==> src/rtl/mips_mem_arbiter_if.sv <==
// Shared single-port memory bus between mips_mem_arbiter (master) and the memory (slave).
interface mips_mem_arbiter_if;
  logic [31:0] bus_address;
  logic        bus_read;
  logic        bus_write;
  logic [31:0] bus_writedata;
  logic        bus_waitrequest;
  logic [31:0] bus_readdata;

  modport master (
    output bus_address, bus_read, bus_write, bus_writedata,
    input  bus_waitrequest, bus_readdata
  );

  modport slave (
    input  bus_address, bus_read, bus_write, bus_writedata,
    output bus_waitrequest, bus_readdata
  );
endinterface

==> src/rtl/mips_mem_arbiter.sv <==
// Multicycle fetch/decode/data/commit sequencer sharing one memory bus for a Harvard MIPS CPU.
// Optional bus-access timeout with sticky error state: define MEM_ARB_TIMEOUT_EN.
module mips_mem_arbiter #(
  parameter int unsigned TIMEOUT_CYCLES = 256
) (
  input  logic        clk,
  input  logic        reset,
  input  logic        cpu_active,
  output logic        cpu_clk_enable,
  input  logic [31:0] cpu_instr_address,
  output logic [31:0] cpu_instr_readdata,
  input  logic [31:0] cpu_data_address,
  input  logic        cpu_data_read,
  input  logic        cpu_data_write,
  input  logic [31:0] cpu_data_writedata,
  output logic [31:0] cpu_data_readdata,
  mips_mem_arbiter_if.master bus,
  output logic [31:0] instr_count,
  output logic        bus_error
);

  typedef enum logic [2:0] {
    IDLE,
    FETCH,
    DECODE,
    DATA,
    COMMIT
`ifdef MEM_ARB_TIMEOUT_EN
    , ERR
`endif
  } state_t;

  state_t      state_q, state_d;
  logic [31:0] addr_q, addr_d;
  logic        rd_q, rd_d;
  logic        wr_q, wr_d;
  logic [31:0] wdata_q, wdata_d;
  logic [31:0] ird_q, ird_d;
  logic [31:0] drd_q, drd_d;
  logic [31:0] cnt_q, cnt_d;

`ifdef MEM_ARB_TIMEOUT_EN
  localparam int unsigned WAIT_W = $clog2(TIMEOUT_CYCLES + 1);
  logic [WAIT_W-1:0] wait_q, wait_d;
  logic              err_q, err_d;
  logic              timed_out;

  // Fires on the TIMEOUT_CYCLES-th consecutive stalled cycle of an access.
  assign timed_out = bus.bus_waitrequest && (wait_q == WAIT_W'(TIMEOUT_CYCLES - 1));
`endif

  always_comb begin
    state_d = state_q;
    addr_d  = addr_q;
    rd_d    = rd_q;
    wr_d    = wr_q;
    wdata_d = wdata_q;
    ird_d   = ird_q;
    drd_d   = drd_q;
    cnt_d   = cnt_q;
`ifdef MEM_ARB_TIMEOUT_EN
    wait_d  = wait_q;
    err_d   = err_q;
`endif
    case (state_q)
      IDLE: begin
        if (cpu_active) begin
          addr_d  = cpu_instr_address;
          rd_d    = 1'b1;
          state_d = FETCH;
`ifdef MEM_ARB_TIMEOUT_EN
          wait_d  = '0;
`endif
        end
      end
      FETCH: begin
        if (!bus.bus_waitrequest) begin
          ird_d   = bus.bus_readdata;
          rd_d    = 1'b0;
          state_d = DECODE;
        end
`ifdef MEM_ARB_TIMEOUT_EN
        else if (timed_out) begin
          rd_d    = 1'b0;
          wr_d    = 1'b0;
          err_d   = 1'b1;
          state_d = ERR;
        end else begin
          wait_d  = wait_q + 1'b1;
        end
`endif
      end
      DECODE: begin
        // A store takes priority; a simultaneous load request is dropped.
        if (cpu_data_write) begin
          addr_d  = cpu_data_address;
          wdata_d = cpu_data_writedata;
          wr_d    = 1'b1;
          state_d = DATA;
        end else if (cpu_data_read) begin
          addr_d  = cpu_data_address;
          rd_d    = 1'b1;
          state_d = DATA;
        end else begin
          state_d = COMMIT;
        end
`ifdef MEM_ARB_TIMEOUT_EN
        wait_d = '0;
`endif
      end
      DATA: begin
        if (!bus.bus_waitrequest) begin
          if (rd_q) drd_d = bus.bus_readdata;
          rd_d    = 1'b0;
          wr_d    = 1'b0;
          state_d = COMMIT;
        end
`ifdef MEM_ARB_TIMEOUT_EN
        else if (timed_out) begin
          rd_d    = 1'b0;
          wr_d    = 1'b0;
          err_d   = 1'b1;
          state_d = ERR;
        end else begin
          wait_d  = wait_q + 1'b1;
        end
`endif
      end
      COMMIT: begin
        cnt_d   = cnt_q + 32'd1;
        state_d = IDLE;
      end
`ifdef MEM_ARB_TIMEOUT_EN
      ERR: state_d = ERR;
`endif
      default: state_d = IDLE;
    endcase
  end

  always_ff @(posedge clk or negedge reset) begin
    if (!reset) begin
      state_q <= IDLE;
      addr_q  <= '0;
      rd_q    <= 1'b0;
      wr_q    <= 1'b0;
      wdata_q <= '0;
      ird_q   <= '0;
      drd_q   <= '0;
      cnt_q   <= '0;
`ifdef MEM_ARB_TIMEOUT_EN
      wait_q  <= '0;
      err_q   <= 1'b0;
`endif
    end else begin
      state_q <= state_d;
      addr_q  <= addr_d;
      rd_q    <= rd_d;
      wr_q    <= wr_d;
      wdata_q <= wdata_d;
      ird_q   <= ird_d;
      drd_q   <= drd_d;
      cnt_q   <= cnt_d;
`ifdef MEM_ARB_TIMEOUT_EN
      wait_q  <= wait_d;
      err_q   <= err_d;
`endif
    end
  end

  assign bus.bus_address   = addr_q;
  assign bus.bus_read      = rd_q;
  assign bus.bus_write     = wr_q;
  assign bus.bus_writedata = wdata_q;
  assign cpu_instr_readdata = ird_q;
  assign cpu_data_readdata  = drd_q;
  assign instr_count        = cnt_q;
  assign cpu_clk_enable     = (state_q == COMMIT);

`ifdef MEM_ARB_TIMEOUT_EN
  assign bus_error = err_q;
`else
  assign bus_error = 1'b0;
`endif

endmodule

==> src/flat_wrapper.sv <==
// flat-port wrapper written by rule: the top's interface ports become plain ports
module mips_mem_arbiter_flat 
#(
  parameter int unsigned TIMEOUT_CYCLES = 256
)
  (clk, reset, cpu_active, cpu_clk_enable, cpu_instr_address, cpu_instr_readdata, cpu_data_address, cpu_data_read, cpu_data_write, cpu_data_writedata, cpu_data_readdata, instr_count, bus_error, bus_bus_address, bus_bus_read, bus_bus_write, bus_bus_writedata, bus_bus_waitrequest, bus_bus_readdata);
  mips_mem_arbiter_if bus_i ();
  input  logic clk;
  input  logic reset;
  input  logic cpu_active;
  output logic cpu_clk_enable;
  input  logic [31:0] cpu_instr_address;
  output logic [31:0] cpu_instr_readdata;
  input  logic [31:0] cpu_data_address;
  input  logic cpu_data_read;
  input  logic cpu_data_write;
  input  logic [31:0] cpu_data_writedata;
  output logic [31:0] cpu_data_readdata;
  output logic [31:0] instr_count;
  output logic bus_error;
  output wire logic [$bits(bus_i.bus_address)-1:0] bus_bus_address;
  output wire logic [$bits(bus_i.bus_read)-1:0] bus_bus_read;
  output wire logic [$bits(bus_i.bus_write)-1:0] bus_bus_write;
  output wire logic [$bits(bus_i.bus_writedata)-1:0] bus_bus_writedata;
  input wire logic [$bits(bus_i.bus_waitrequest)-1:0] bus_bus_waitrequest;
  input wire logic [$bits(bus_i.bus_readdata)-1:0] bus_bus_readdata;
  assign bus_bus_address = bus_i.bus_address;
  assign bus_bus_read = bus_i.bus_read;
  assign bus_bus_write = bus_i.bus_write;
  assign bus_bus_writedata = bus_i.bus_writedata;
  assign bus_i.bus_waitrequest = bus_bus_waitrequest;
  assign bus_i.bus_readdata = bus_bus_readdata;
  mips_mem_arbiter #(.TIMEOUT_CYCLES(TIMEOUT_CYCLES)) u_core (.clk(clk), .reset(reset), .cpu_active(cpu_active), .cpu_clk_enable(cpu_clk_enable), .cpu_instr_address(cpu_instr_address), .cpu_instr_readdata(cpu_instr_readdata), .cpu_data_address(cpu_data_address), .cpu_data_read(cpu_data_read), .cpu_data_write(cpu_data_write), .cpu_data_writedata(cpu_data_writedata), .cpu_data_readdata(cpu_data_readdata), .bus(bus_i), .instr_count(instr_count), .bus_error(bus_error));
endmodule
==> config.mk <==
export PLATFORM = sky130hd
export DESIGN_NAME = mips_mem_arbiter_flat
export DESIGN_NICKNAME = d
export VERILOG_FILES = /design/src/rtl/mips_mem_arbiter_if.sv /design/src/rtl/mips_mem_arbiter.sv /design/src/flat_wrapper.sv
export SDC_FILE = /design/constraint.sdc
export NUM_CORES = 1
export LEC_CHECK = 0
export BUFFER_PORTS_ARGS = -buffer_cell sky130_fd_sc_hd__buf_2
export CORE_MARGIN = 3
export CORE_UTILIZATION = 35
export CTS_CLUSTER_DIAMETER = 30
export DETAILED_ROUTE_END_ITERATION = 16
export GPL_ROUTABILITY_DRIVEN = 0
export SETUP_SLACK_MARGIN = 0.1
export SLEW_MARGIN = 20
export SYNTH_ARGS = -nofsm -noshare
export SYNTH_HDL_FRONTEND = slang
export SYNTH_SLANG_ARGS = --single-unit
==> constraint.sdc <==
create_clock -name clk -period 2 [get_ports clk]
set_clock_uncertainty 0.15 [all_clocks]
set_input_delay 0.1 -clock clk [delete_from_list [all_inputs] [get_ports clk]]
set_output_delay 0.1 -clock clk [all_outputs]
set_load 0.01 [all_outputs]
==> metrics.log <==
INFO  metric outcome = completed
INFO  metric hold_path.class = primary input to flop
INFO  metric hold_path_startpoint = cpu_active
INFO  metric finish.net_count = 1,087
INFO  metric port_buffers = 296
INFO  metric cts_tree = done
INFO  metric synth_seq_cells = 165
INFO  metric synthesis.area_per_instance = 13.6 µm²
INFO  metric antenna_found_initial = 0
INFO  metric r2r-start = u_core.state_q[2]
INFO  metric grt_max_degree = 66
INFO  metric die_x = 146 µm
INFO  metric placement.cell_area = 8740 µm²
INFO  metric n_antenna_cell = 0
INFO  metric die_height = 146 µm
INFO  metric grt_pass1_vias = 6,164
INFO  metric post-place-cells = 1,050
INFO  metric post-synth-top-area-cell = sky130_fd_sc_hd__dfrtp_1
INFO  metric worst_ep_arrival_time = 2030 ps
INFO  metric totalWireLength = 20,200 µm
INFO  metric syn-cell-area = 6870 µm²
INFO  metric ir_drop = 885 µV
INFO  metric clock-sinks = 165
INFO  metric postSynth.asyncResetShare = 100%
INFO  metric die-area = 21,300 µm²
INFO  metric synthCells = 503
INFO  metric synth.most_common_cell = sky130_fd_sc_hd__dfrtp_1
INFO  metric avgViaCountPerCell = 4.60
INFO  metric cellPowerDensity = 1320 nW/µm²
INFO  metric clk-insertion-delay-late = 420 ps
INFO  metric hpwl = 12,500 µm
INFO  metric required = 2150 ps
INFO  metric drt-wirelength-per-cell = 16.5 µm
INFO  metric cp_cell_sequence = buf_6 -> nor4b_4 -> buf_4 -> bufbuf_16 -> mux2_2
INFO  metric leakagePower = 5.17 nW
INFO  metric worstRegToRegCells = 5
INFO  metric cap_violations = 0
INFO  metric synth_top_area_share = 60.1%
INFO  metric final.fill_count = 1,590
INFO  metric coreArea = 19,000 µm²
INFO  metric clk_path_buf_depth = 2
INFO  metric end_kind = flop
INFO  metric top_level_i_o_count = 298
INFO  metric rows = 50
INFO  metric final_layout_size_suffix_gt1_share = 48.0%
INFO  metric number_of_distinct_library_cell_variants_in_the_gate_level_netlist_after_synthesis = 37
INFO  metric final_area = 10,900 µm²
INFO  metric worst_hold_path.endpoint = u_core.bus.bus_read
INFO  metric worst_r2r_endpoint = u_core.cpu_instr_readdata[24]
INFO  metric setup_viol_count_final = 0
INFO  metric timing_max_transition_violations_final = 0
INFO  metric path_clk_slew = 60 ps
INFO  metric first_pass_grt_wire_length = 32,200 µm
INFO  metric mappedNetlistNets = 638
INFO  metric timing_worst_setup_path_type = flop to flop
INFO  metric stdcell_count = 1,224
INFO  metric post-route-util = 57.3%
INFO  metric congestion_overflow_gr = 0
INFO  metric cts-htree-levels = 4
INFO  metric synth_common_cells = 165 x sky130_fd_sc_hd__dfrtp_1, 94 x sky130_fd_sc_hd__mux2_2, 38 x sky130_fd_sc_hd__nor2_1, 36 x sky130_fd_sc_hd__a21oi_1, 32 x sky130_fd_sc_hd__mux2i_1
INFO  metric detailedRoute.firstIterationViolations = 207
INFO  metric holdPathStages = 5
INFO  metric final-hold-violation-count = 0
INFO  metric cts_buffers = 17
INFO  metric critical_path_peak_fanout = 7
INFO  metric holdWs = 26.9 ps
INFO  metric postSynth.topFlopCell = sky130_fd_sc_hd__dfrtp_1
INFO  metric drcViolationCount = 0
INFO  metric antenna_violating_nets_post_route = 0
INFO  metric synth_top_cells_by_area = sky130_fd_sc_hd__dfrtp_1 60%, sky130_fd_sc_hd__mux2_2 15%, sky130_fd_sc_hd__mux2i_1 4.7%
INFO  metric crit_path_start_kind = flop
INFO  metric max_clock_freq = 0.534 GHz
INFO  metric timing.final.crit_share = 93.7%
INFO  metric detail_route.first_pass.iterations = 4
INFO  metric via_count = 5,625
INFO  metric fin_tns_setup = 0 ps
INFO  metric yosys_warnings = 0
INFO  metric initial_cell_density_of_the_core = 36.2%
INFO  metric path_buf_inv = 3
INFO  metric number_of_synthesized_flops_with_an_enable_pin = 0
INFO  metric setup_repair_after_global_routing_missed_its_margin = true
INFO  metric groute.usage.overall = 18.7%
INFO  metric path_delay_family = buffers and inverters
INFO  metric crit_path_max_incr_delay = 430 ps
INFO  metric area.growth.synth_to_final = 58.2%
INFO  metric master_of_the_slowest_instance_on_the_critical_path = sky130_fd_sc_hd__dfrtp_2
INFO  metric clock_tree.root_cell = sky130_fd_sc_hd__clkbuf_16
INFO  metric register_to_register_path_setup_slack = 130 ps
INFO  metric period_minus_slack = 1870 ps
INFO  metric synth-seq-area-share = 60.1%
[flip-flops by register name (all words and copies together), names as in the netlist]
register / cells
u_core.instr_count: 32
u_core.bus.bus_read: 1
u_core.cpu_instr_readdata: 32
u_core.bus.bus_address: 32
u_core.bus.bus_write: 1
u_core.state_q: 3
u_core.cpu_data_readdata: 32
u_core.bus.bus_writedata: 32
[layer usage]
| metal | share of wire, % | up-vias | routed length (µm) | track usage [%] |
|---|---|---|---|---|
| met5 | 0 | - | 0 | 0 |
| met3 | 6.4 | 51 | 1290 | 6.36 |
| li1 | - | 2670 | - | - |
| met1 | 41 | 2693 | 8290 | 21.5 |
| met2 | 49 | 211 | 9940 | 31.9 |
| met4 | 3.2 | 0 | 654 | 7.76 |
[worst max-delay path by stage]
stage	from	end	slack, ps	depth (start not counted)
after global placement	u_core.state_q[2]	u_core.cpu_instr_readdata[23]	110	4
final	u_core.state_q[2]	u_core.cpu_instr_readdata[24]	130	5
after global routing	u_core.state_q[2]	u_core.cpu_instr_readdata[7]	40	6
after detailed placement	u_core.state_q[2]	u_core.cpu_instr_readdata[22]	90	4
after CTS	u_core.state_q[1]	u_core.cpu_instr_readdata[7]	120	6
after floorplan	u_core.state_q[2]	u_core.bus.bus_writedata[10]	150	7
[final cells by class]
type                       count  area [µm²]  area share [%]
sequential                   165        4130            38.1
clock inverter                12         121            1.12
multi-input combinational    305        2600            23.9
inverter                       4        15.0           0.138
clock buffer                  19         443            4.08
tap                          260         325            3.00
timing repair buffer         459        3220            29.7
[cell families (layout without fill, tap and decap cells)]
kind of cell               after synthesis  count (layout)  synth area share (%)
muxes                                  129             129                  20.6
other                                    1               1                0.0546
buffers and inverters                   33             494                  2.99
DFF                                    165             165                  60.1
adders and majority gates                1               1                 0.182
AOI/OAI and AO/OA                       43              43                  3.24
and+or+nand+nor                        100             100                  8.86
xor gates and xnor gates                31              31                  3.95
[worst reg2reg max path, delay by kind of cell (launching register included)]
kind / cells / cell delay (ps)
multiplexers: 1 / 330
buffers and inverters: 3 / 600
AND/OR/NAND/NOR: 1 / 260
flip-flops: 1 / 430
[where the power goes]
part | total [mW] | internal [mW] | leakage [nW] | switching (mW)
Combinational | 5.69 | 2.97 | 2.90 | 2.73
Clock | 3.15 | 1.76 | 0.263 | 1.38
Sequential | 5.45 | 4.73 | 2.01 | 0.717
Total | 14.3 | 9.46 | 5.17 | 4.83
[placed cells by master, fill, tap and decap left out, types with 3 or more instances in the layout]
cell type	instances
sky130_fd_sc_hd__buf_2	295
sky130_fd_sc_hd__dfrtp_1	163
sky130_fd_sc_hd__dlygate4sd3_1	132
sky130_fd_sc_hd__mux2_2	82
sky130_fd_sc_hd__nor2_1	38
sky130_fd_sc_hd__a21oi_1	36
sky130_fd_sc_hd__mux2i_1	32
sky130_fd_sc_hd__xnor2_1	27
sky130_fd_sc_hd__clkbuf_16	19
sky130_fd_sc_hd__nand4_1	16
sky130_fd_sc_hd__buf_4	15
sky130_fd_sc_hd__mux2_4	12
sky130_fd_sc_hd__nand3_1	10
sky130_fd_sc_hd__and3_1	9
sky130_fd_sc_hd__buf_12	8
sky130_fd_sc_hd__nand2_1	7
sky130_fd_sc_hd__buf_6	5
sky130_fd_sc_hd__o21ai_0	4
sky130_fd_sc_hd__inv_1	4
sky130_fd_sc_hd__xor2_1	4
sky130_fd_sc_hd__clkinvlp_4	4
sky130_fd_sc_hd__inv_6	4
sky130_fd_sc_hd__mux2_1	3
sky130_fd_sc_hd__and2_1	3
sky130_fd_sc_hd__clkinv_4	3
[timing repair]
item | in CTS | in global routing
hold buffers | 133 | 0
cloned | 2 | 2
setup endpoints to repair | 12 | 69
pin swaps | 1 | 2
setup buffers | 6 | 0
hold endpoints to repair | 298 | 0
resized for setup | 2 | 19
[stage by stage]
| step | power (mW) | setup slack (ps) |
|---|---|---|
| 2_1_floorplan | 8.46 | 152 |
| 3_3_place_gp | 10.6 | 114 |
| 3_5_place_dp | 10.7 | 93.2 |
| 4_1_cts | 14.3 | 124 |
| 5_1_grt | 15.2 | 44.2 |
| 6_report | 14.3 | 126 |
Note: power is estimated with default switching activity, not from simulation.
